<file path="src/rtl/mlp_seq_ctrl.sv">
// mlp_seq_ctrl: parametrised layer sequencer walking fully-connected layers over images,
// streaming source/weight reads, driving the MAC handshake and draining results.
module mlp_seq_ctrl #(
    parameter int NUM_LAYERS = 5,
    parameter int IMG_NUM = 1,
    parameter int MAX_IN = 784,
    parameter int MAX_OUT = 64,
    parameter logic [16*NUM_LAYERS-1:0] LAYER_IN = {16'd16, 16'd32, 16'd32, 16'd64, 16'd784},
    parameter logic [16*NUM_LAYERS-1:0] LAYER_OUT = {16'd10, 16'd16, 16'd32, 16'd32, 16'd64},
    parameter int FP_BW = 32,
    parameter int RD_LATENCY = 1,
    parameter int MAC_LATENCY = 4,
    parameter int RELU_EN = 1,
    parameter int Y_ADDR_STEP = 4,
    parameter int Y_ADDR_WIDTH = 32
) (
    input  logic clk,
    input  logic rst_n,
    input  logic start_i,
    output logic done_intr_o,
    output logic done_led_o,
    output logic src_buf_en_o,
    output logic [1:0] src_sel_o,
    output logic [$clog2(MAX_IN*IMG_NUM)-1:0] src_addr_o,
    output logic [NUM_LAYERS-1:0] w_buf_en_o,
    output logic [$clog2(MAX_IN)-1:0] w_buf_addr_o,
    output logic mac_clr_o,
    output logic mac_valid_o,
    output logic mac_last_o,
    output logic [$clog2(MAX_OUT)-1:0] res_idx_o,
    input  logic [FP_BW-1:0] res_data_i,
    output logic tmp_wen_o,
    output logic tmp_sel_o,
    output logic [$clog2(MAX_OUT)-1:0] tmp_addr_o,
    output logic [FP_BW-1:0] tmp_data_o,
    output logic y_buf_en_o,
    output logic y_buf_wr_en_o,
    output logic [Y_ADDR_WIDTH-1:0] y_buf_addr_o,
    output logic [FP_BW-1:0] y_buf_data_o
);
    localparam int AW = $clog2(MAX_IN);
    localparam int SW = $clog2(MAX_IN*IMG_NUM);
    localparam int LW = NUM_LAYERS > 1 ? $clog2(NUM_LAYERS) : 1;
    localparam int IW = IMG_NUM > 1 ? $clog2(IMG_NUM) : 1;
    localparam int FL = RD_LATENCY + MAC_LATENCY;
    localparam int FW = $clog2(FL + 1);
    localparam int IN0 = int'(LAYER_IN[15:0]);
    localparam int OUT_LAST = int'(LAYER_OUT[16*(NUM_LAYERS-1) +: 16]);

    for (genvar k = 0; k < NUM_LAYERS; k++) begin : g_chk
        if (LAYER_OUT[16*k +: 16] > MAX_OUT || LAYER_IN[16*k +: 16] > MAX_IN) begin : g_size
            $error("mlp_seq_ctrl: layer %0d exceeds MAX_IN/MAX_OUT", k);
        end
        if (k < NUM_LAYERS - 1) begin : g_link
            if (LAYER_IN[16*(k+1) +: 16] != LAYER_OUT[16*k +: 16]) begin : g_mis
                $error("mlp_seq_ctrl: layer %0d output length does not match next input", k);
            end
        end
    end

    typedef enum logic [2:0] {IDLE, CLEAR, FEED, FLUSH, DRAIN, NEXT, DONE} state_t;

    state_t state;
    logic [LW-1:0] layer;
    logic [IW-1:0] img;
    logic [AW-1:0] row;
    logic [FW-1:0] fl;
    logic feed_last;
    logic [RD_LATENCY-1:0] vld_d, last_d;
    logic [15:0] in_len, out_len;
    logic [AW-1:0] nxt_row;
    logic last_layer;
    logic [1:0] src_sel;
    logic [SW-1:0] src_addr;
    logic [Y_ADDR_WIDTH-1:0] y_addr;

    assign in_len = LAYER_IN[16*layer +: 16];
    assign out_len = LAYER_OUT[16*layer +: 16];
    assign last_layer = layer == LW'(NUM_LAYERS - 1);
    assign nxt_row = state == CLEAR ? '0 : row + 1'b1;
    // Layer k>0 reads the temp buffer written by layer k-1.
    assign src_sel = layer == '0 ? 2'd0 : layer[0] ? 2'd1 : 2'd2;
    assign src_addr = SW'(nxt_row) + (layer == '0 ? SW'(img) * SW'(IN0) : '0);
    assign y_addr = Y_ADDR_WIDTH'((32'(img) * 32'(OUT_LAST) + 32'(res_idx_o)) * 32'(Y_ADDR_STEP));
    assign mac_valid_o = vld_d[RD_LATENCY-1];
    assign mac_last_o = last_d[RD_LATENCY-1];

    always_ff @(posedge clk or negedge rst_n) begin
        if (!rst_n) begin
            state <= IDLE;
            layer <= '0;
            img <= '0;
            row <= '0;
            fl <= '0;
            feed_last <= 1'b0;
            vld_d <= '0;
            last_d <= '0;
            done_intr_o <= 1'b0;
            done_led_o <= 1'b0;
            src_buf_en_o <= 1'b0;
            src_sel_o <= '0;
            src_addr_o <= '0;
            w_buf_en_o <= '0;
            w_buf_addr_o <= '0;
            mac_clr_o <= 1'b0;
            res_idx_o <= '0;
            tmp_wen_o <= 1'b0;
            tmp_sel_o <= 1'b0;
            tmp_addr_o <= '0;
            tmp_data_o <= '0;
            y_buf_en_o <= 1'b0;
            y_buf_wr_en_o <= 1'b0;
            y_buf_addr_o <= '0;
            y_buf_data_o <= '0;
        end else begin
            vld_d <= RD_LATENCY'({vld_d, src_buf_en_o});
            last_d <= RD_LATENCY'({last_d, feed_last});
            mac_clr_o <= 1'b0;
            src_buf_en_o <= 1'b0;
            w_buf_en_o <= '0;
            feed_last <= 1'b0;
            tmp_wen_o <= 1'b0;
            y_buf_en_o <= 1'b0;
            y_buf_wr_en_o <= 1'b0;
            done_intr_o <= 1'b0;
            // Result selected by res_idx_o this cycle lands in its buffer next cycle.
            if (state == DRAIN && last_layer) begin
                y_buf_en_o <= 1'b1;
                y_buf_wr_en_o <= 1'b1;
                y_buf_addr_o <= y_addr;
                y_buf_data_o <= res_data_i;
            end else if (state == DRAIN) begin
                tmp_wen_o <= 1'b1;
                tmp_sel_o <= layer[0];
                tmp_addr_o <= res_idx_o;
                tmp_data_o <= (RELU_EN != 0 && res_data_i[FP_BW-1]) ? '0 : res_data_i;
            end
            case (state)
                IDLE: if (start_i) begin
                    img <= '0;
                    layer <= '0;
                    done_led_o <= 1'b0;
                    mac_clr_o <= 1'b1;
                    state <= CLEAR;
                end
                CLEAR, FEED: if (feed_last) begin
                    fl <= '0;
                    state <= FLUSH;
                end else begin
                    row <= nxt_row;
                    src_buf_en_o <= 1'b1;
                    w_buf_en_o <= NUM_LAYERS'(1) << layer;
                    w_buf_addr_o <= nxt_row;
                    src_sel_o <= src_sel;
                    src_addr_o <= src_addr;
                    feed_last <= 16'(nxt_row) == in_len - 16'd1;
                    state <= FEED;
                end
                FLUSH: if (fl == FW'(FL - 1)) begin
                    res_idx_o <= '0;
                    state <= DRAIN;
                end else begin
                    fl <= fl + 1'b1;
                end
                DRAIN: if (16'(res_idx_o) == out_len - 16'd1) state <= NEXT;
                    else res_idx_o <= res_idx_o + 1'b1;
                NEXT: if (!last_layer) begin
                    layer <= layer + 1'b1;
                    mac_clr_o <= 1'b1;
                    state <= CLEAR;
                end else if (img != IW'(IMG_NUM - 1)) begin
                    img <= img + 1'b1;
                    layer <= '0;
                    mac_clr_o <= 1'b1;
                    state <= CLEAR;
                end else begin
                    state <= DONE;
                end
                DONE: begin
                    done_intr_o <= 1'b1;
                    done_led_o <= 1'b1;
                    state <= IDLE;
                end
                default: state <= IDLE;
            endcase
        end
    end
endmodule

</file>
<file path="config.mk">
export PLATFORM = sky130hd
export DESIGN_NAME = mlp_seq_ctrl
export DESIGN_NICKNAME = d
export VERILOG_FILES = /design/src/rtl/mlp_seq_ctrl.sv
export SDC_FILE = /design/constraint.sdc
export NUM_CORES = 1
export LEC_CHECK = 0
export ABC_CLOCK_PERIOD_IN_PS = 2600
export BUFFER_PORTS_ARGS = -buffer_cell sky130_fd_sc_hd__clkbuf_2
export CAP_MARGIN = 15
export CORE_AREA = 2 2 122 124
export DETAILED_ROUTE_END_ITERATION = 8
export DIE_AREA = 0 0 124 126
export PLACE_DENSITY = 0.73
export SYNTH_ARGS = -nofsm -noshare
export SYNTH_HDL_FRONTEND = slang
export SYNTH_SLANG_ARGS = --single-unit
</file>
<file path="constraint.sdc">
create_clock -name clk -period 2.6 [get_ports clk]
set_input_delay 0.78 -clock clk [delete_from_list [all_inputs] [get_ports clk]]
set_output_delay 0.78 -clock clk [all_outputs]
set_load 0.005 [all_outputs]
</file>
==> flow_summary.ini, run 1 <==
[flow_run]
drv_cap = 0

[placement]
io_buffer_count = 152
dp_hpwl_mm = 9.53
place_ws_ns = 0.0931
gp_congestion = 0.902
dp_cells = 919

[grt]
grt.total_usage_pct = 17.9
grt_pass1_vias = 4350
grt_antenna_before_repair = 0
grt_pass1_wl_mm = 21.9
overflow = 0
grt_max_degree = 53

[power]
cellPowerDensity_nw_per_um2 = 592
p_leak_nw = 3.56
vdd_ir_drop_max_mv = 0.417

[routing]
vias = 4589
routedWlPerCell_um = 14.2
dr.pass1.iters = 4
viasPerCell = 4.83
drtAntennaViolNets = 0
drt-total-wl_mm = 13.5
drc = 0
dr.first_iter.drc_count = 247

[synthesis]
synth.distinct_cells = 60
ys_warn_count = 0
ys.flop_type = dfrtp_1
syn_inst = 606
syn_area_per_cell_um2 = 9.34
synth_seq_cells = 117
seq_area_frac_synth_pct = 51.7
syn_area_um2 = 5660
synth-edff-count = 0
synthArstFlopShare_pct = 100

[worst_setup_path]
cp_top_family = simple AND/OR/NAND/NOR gates
cp_common_cell = ha_1
slowest_stage = dfrtp_2
cp-end-kind = flip-flop
cp_max_fo = 10
crit_arrival_ns = 2.71
crit_type = reg -> reg
path_cells = inv_1, ha_1, and2_2, nor3_1, ha_1, and4b_1, o311ai_1, o31ai_2, buf_4, nor3_2, mux2i_1
crit_buf_inv = 2
cpPeakStageDelay_ns = 0.41
critical_path_required_ns = 2.93
crit_path_start_kind = flip-flop

[clocking]
worst_skew_pair.late_latency_ns = 0.42
cts_root_buf = clkbuf_16
cts_made_buffers = 17
cts_tree = done
htree_levels = 4
clock-sinks = 117
clk_transition_reported_paths_ns = 0.05
clockBufferDepth = 2

[run_status]
outcome = finished, final reports clean

[floorplan]
top_level_ports = 180
rows = 44
core_um2 = 14300
die_x_um = 124
fp.dieH_um = 126
initial_core_util_pct = 39.5
fp.dieArea_um2 = 15600

[layout]
area_growth_pct = 25.4
insertedDiodeCount = 0
drive_gt1_share_pct = 29.1
final_cells = 951
nets = 804

[timing]
setup_viol = 0
worstMarginPinSlew_ns = 0.619
fmax_mhz = 420
fin_crit_sh_pct = 91.5
fin_crit_ns = 2.38
finalWorstSetupSlack_ns = 0.221
slew_headroom_pct = 58.7
finalSetupTns_ns = 0
slew_viol_final = 0
finalHoldViolCount = 0
rsz0062_at_grt = no
fin_worst_skew_ns = 0.0131

[hold_path]
hp-class = in -> async
[metal layers]
metal	part of all wire [%]	vias to the layer above	track usage [%]
li1	-	2247	-
met1	46	2203	23.4
met2	48	127	27.7
met3	4.8	12	5.34
met4	1.4	0	7.53
met5	0	-	0
[timing repair]
action                                 4_1_cts  5_1_grt
setup buffers                                0        1
endpoints found under the hold margin        0        0
gates resized for setup                      0        6
hold buffers                                 0        0
setup endpoints to repair                    0        7
[area by class of cell]
cell class / count / area [µm²]
well taps: 184 / 230
multi-input cells: 427 / 2350
clock buffers: 19 / 443
repair buffers: 171 / 931
clock inverters: 12 / 131
flip-flops and latches: 117 / 2930
fillers: 1345 / 7220
inverters: 21 / 78.8
[cells in the final DEF (no fill, tap or decap), types with 3 or more instances in the layout]
cell          n
a21oi_1      16
buf_4        18
clkbuf_16    17
clkbuf_2    151
clkinv_2      3
clkinvlp_4    4
conb_1       27
dfrtp_1     115
ha_1         14
inv_1        15
inv_2         6
mux2_1       11
nand2_1     161
nand2b_1     35
nand3_1      13
nand4_1       3
nor2_1       11
nor2b_1       3
nor3_1        6
nor4_1        5
o211ai_1      3
o21ai_0      17
o21ai_1      38
o31ai_1       4
or3_1         4
xnor2_1       6
xor2_1        3
[stage by stage]
stage                     utilization [%]  hold slack (ns)  power (W)  instance area, µm²
after floorplan                         -            0.376    0.00191                5760
after global placement               45.4            0.366    0.00197                6500
final                                49.6            0.297    0.00420                7100
after global routing                 49.6            0.315    0.00436                7100
after detailed placement             45.4            0.368    0.00197                6500
after CTS                            49.4            0.300    0.00425                7080
[final timing paths]
| check | to | startpoint | cells past startpoint | slack, ns |
|---|---|---|---|---|
| setup / recovery | res_idx_o[5]$_DFFE_PN0P_ | layer[0]$_DFFE_PN0P_ | 11 | 0.22 |
| hold / removal | mac_last_o$_DFF_PN0_ | rst_n | 1 | 0.30 |
| setup reg to reg | res_idx_o[5]$_DFFE_PN0P_ | layer[0]$_DFFE_PN0P_ | 11 | 0.22 |
| hold reg to reg | mac_valid_o$_DFF_PN0_ | src_buf_en_o$_DFF_PN0_ | 0 | 0.38 |
| max in group asynchronous | layer[0]$_DFFE_PN0P_ | rst_n | 2 | 1.63 |
| min in group clk | mac_valid_o$_DFF_PN0_ | src_buf_en_o$_DFF_PN0_ | 0 | 0.38 |
[cell usage after synthesis, drive strengths merged (2+ instances only)]
master	n	share of area, %
ha	14	3.1
a21boi	2	0.27
o2bb2ai	2	0.31
a22o	2	0.31
clkbuf	25	1.7
a22oi	2	0.27
o211ai	3	0.40
nand3	13	1.1
mux2	12	2.4
nand4	4	0.55
nand2	162	11
buf	42	5.6
o21ai	55	4.9
nand2b	35	3.9
or2	2	0.22
nor4	5	0.55
xor2	3	0.46
xnor2	6	0.93
dfrtp	117	52
nor3b	3	0.57
and3	2	0.22
o311ai	3	0.46
mux2i	2	0.35
inv	21	1.4
nor3	7	0.62
nor2b	4	0.44
or3	4	0.44
a21oi	16	1.4
o31ai	5	0.75
and2	2	0.22
o22ai	2	0.22
nor2	11	0.73
[logic make-up (layout without fill, tap and decap cells)]
family | after synthesis | in the layout | share of synthesized area [%]
xor gates and xnor gates | 9 | 9 | 1.39
and+or+nand+nor | 261 | 261 | 21.5
buffers and inverters | 88 | 223 | 8.60
adders and majority gates | 15 | 15 | 3.27
DFF | 117 | 117 | 51.7
other | 1 | 27 | 0.0663
AOI/OAI and AO/OA | 101 | 101 | 10.7
muxes | 14 | 14 | 2.74
[worst reg2reg max path, stage by stage (launching register included)]
cell	delay, ns
dfrtp_2	0.41
inv_1	0.07
ha_1	0.23
and2_2	0.22
nor3_1	0.18
ha_1	0.25
and4b_1	0.17
o311ai_1	0.10
o31ai_2	0.12
buf_4	0.18
nor3_2	0.19
mux2i_1	0.19
[sequential cells by signal, summed over array words and instances (netlist names), 2 cells and up]
name          flops
tmp_data_o       31
fl                3
state             3
layer             3
y_buf_data_o     32
res_idx_o         6
y_buf_addr_o      6
src_addr_o       10
w_buf_en_o        5
src_sel_o         2
tmp_addr_o        6
[power breakdown]
group          total (W)  leakage, nW  internal [W]  switching [W]
clock network    0.00227        0.271       0.00143       0.000841
registers        0.00182         1.25       0.00182              0
logic           0.000109         2.03     0.0000364      0.0000724
total            0.00420         3.56       0.00329       0.000914
(Power assumes the default switching activity.)
==> run 2: changes to the inputs <==
- CORE_AREA: 2 2 122 124 -> 3 3 123 125
- DIE_AREA: 0 0 124 126 -> 0 0 126 128
==> flow_summary.ini, run 2 (synthesis gave the netlist of run 1 again) <==
[run_status]
outcome = finished, final reports clean

[worst_setup_path]
cpPeakStageDelay_ns = 0.39
slowest_stage = dfrtp_1
r2r_cells = 11
cp_top_family = adder cells
cp_common_cell = inv_1
path_cells = inv_1, ha_2, nor2b_2, inv_1, ha_1, and4b_1, o311ai_1, o31ai_2, buf_4, nor2_1, mux2i_1
crit_arrival_ns = 2.64
crit_type = reg -> reg
cp_max_fo = 5
cp-end-kind = flip-flop
critical_path_required_ns = 2.88
crit_buf_inv = 3
crit_path_start_kind = flip-flop
cp.depth = 11

[grt]
grt_max_degree = 56
overflow = 0
grt.total_usage_pct = 17.4
grt_antenna_before_repair = 0
grt_pass1_wl_mm = 22.3
grt_pass1_vias = 4301

[floorplan]
die_x_um = 126
core_um2 = 14000
fp.dieH_um = 128
fp.dieArea_um2 = 16100
top_level_ports = 180
initial_core_util_pct = 40.4
rows = 43

[layout]
area_growth_pct = 26.7
final_cell_mix = nand2_1, clkbuf_2, dfrtp_1, o21ai_1, nand2b_1
insertedDiodeCount = 0
final_cells = 952
final_common_cell = nand2_1
largest-register = y_buf_data_o
postLayoutCoreUtil_pct = 51.3
fillers = 1295
top_regs = y_buf_data_o (32), tmp_data_o (31), src_addr_o (10)
largest_reg_flops = 32
regArea_um2 = 2930
drive_gt1_share_pct = 29.0
multiInputGateArea_um2 = 2350
nets = 808

[power]
pwr-share-seq_pct = 42.2
clockPowerShare_pct = 55.3
cellPowerDensity_nw_per_um2 = 603
internal-power_w = 0.00342
pwr-share-comb_pct = 2.5
switching_power_w = 0.000898
switching_share_pct = 20.8
vdd_ir_drop_max_mv = 0.410
p_leak_nw = 3.60

[placement]
dp_cells = 918
dp_hpwl_mm = 9.54
io_buffer_count = 152
gp_congestion = 0.837

[clocking]
clk_transition_reported_paths_ns = 0.06
cts_root_buf = clkbuf_16
worst_skew_pair.late_latency_ns = 0.42
clock-sinks = 117
clockBufferDepth = 2
hold_buffers = 0
cts_tree = done
cts_made_buffers = 17
htree_levels = 4

[routing]
drt-met1-wl_mm = 5.98
drc = 0
dr.first_iter.drc_count = 267
wl_met2_mm = 6.61
drtAntennaViolNets = 0
routedWlPerCell_um = 14.3
highest_layer = met4
viasPerCell = 4.78
wl_met3_um = 775
dr.pass1.iters = 5
drt-total-wl_mm = 13.6
vias = 4546

[timing]
fin_crit_sh_pct = 90.9
slew_headroom_pct = 57.9
slew_viol_final = 0
fin_worst_skew_ns = 0.0108
setup_viol = 0
fmax_mhz = 423
finalHoldViolCount = 0
finalSetupTns_ns = 0
fin_crit_ns = 2.36
worstMarginPinSlew_ns = 0.630
rsz0062_at_grt = no

[hold_path]
hp-class = in -> async

[flow_run]
drv_cap = 0
## run 2: cell count changes in the layout (fill, tap and decap cells not counted), moves of 2 or more
cell	before	now
clkinvlp_4	4	1
clkinv_2	3	1
buf_4	18	21
clkbuf_1	1	3
## run 2: worst paths after layout
| path | slack [ns] | to | startpoint |
|---|---|---|---|
| min in group clk | 0.38 | mac_valid_o$_DFF_PN0_ | src_buf_en_o$_DFF_PN0_ |
| max in group asynchronous | 1.55 | layer[0]$_DFFE_PN0P_ | rst_n |
| hold / removal | 0.30 | src_addr_o[0]$_DFFE_PN0P_ | rst_n |
| setup reg to reg | 0.24 | res_idx_o[4]$_DFFE_PN0P_ | layer[1]$_DFFE_PN0P_ |
| setup / recovery | 0.24 | res_idx_o[4]$_DFFE_PN0P_ | layer[1]$_DFFE_PN0P_ |
| hold reg to reg | 0.38 | mac_valid_o$_DFF_PN0_ | src_buf_en_o$_DFF_PN0_ |
## run 2: cell type report
class	count	share of cell area [%]
clock buffer	22	6.47
tap	180	3.14
multi-input combinational	427	32.8
sequential	117	40.8
inverter	21	1.10
timing repair buffer	175	13.6
clock inverter	10	2.04
## run 2: timing repair
item | 4_1_cts | 5_1_grt
setup endpoints to repair | 0 | 7
gates resized for setup | 0 | 4
buffers inserted | 0 | 2
## run 2: stage by stage
step	instance area, µm²	power [W]	hold slack, ns	setup slack [ns]
after floorplan	5760	0.00191	0.376	0.0414
after global placement	6530	0.00197	0.365	0.175
after detailed placement	6530	0.00197	0.369	0.0929
after CTS	7140	0.00438	0.311	0.0583
after global routing	7170	0.00449	0.329	0.0486
final	7170	0.00432	0.304	0.236
## run 2: power groups by stage
stage	sequential (W)	combinational, W	clock, W
after global routing	0.00182	0.000126	0.00254
final	0.00182	0.000109	0.00239
after global placement	0.00185	0.000111	0
after detailed placement	0.00185	0.000112	0
after CTS	0.00182	0.000113	0.00244
after floorplan	0.00185	0.0000602	0
## run 2: per-layer routing
layer	up-vias	GRT usage (%)
li1	2259	-
met1	2132	22.7
met2	134	27.2
met3	21	5.29
met4	0	6.75
met5	-	0
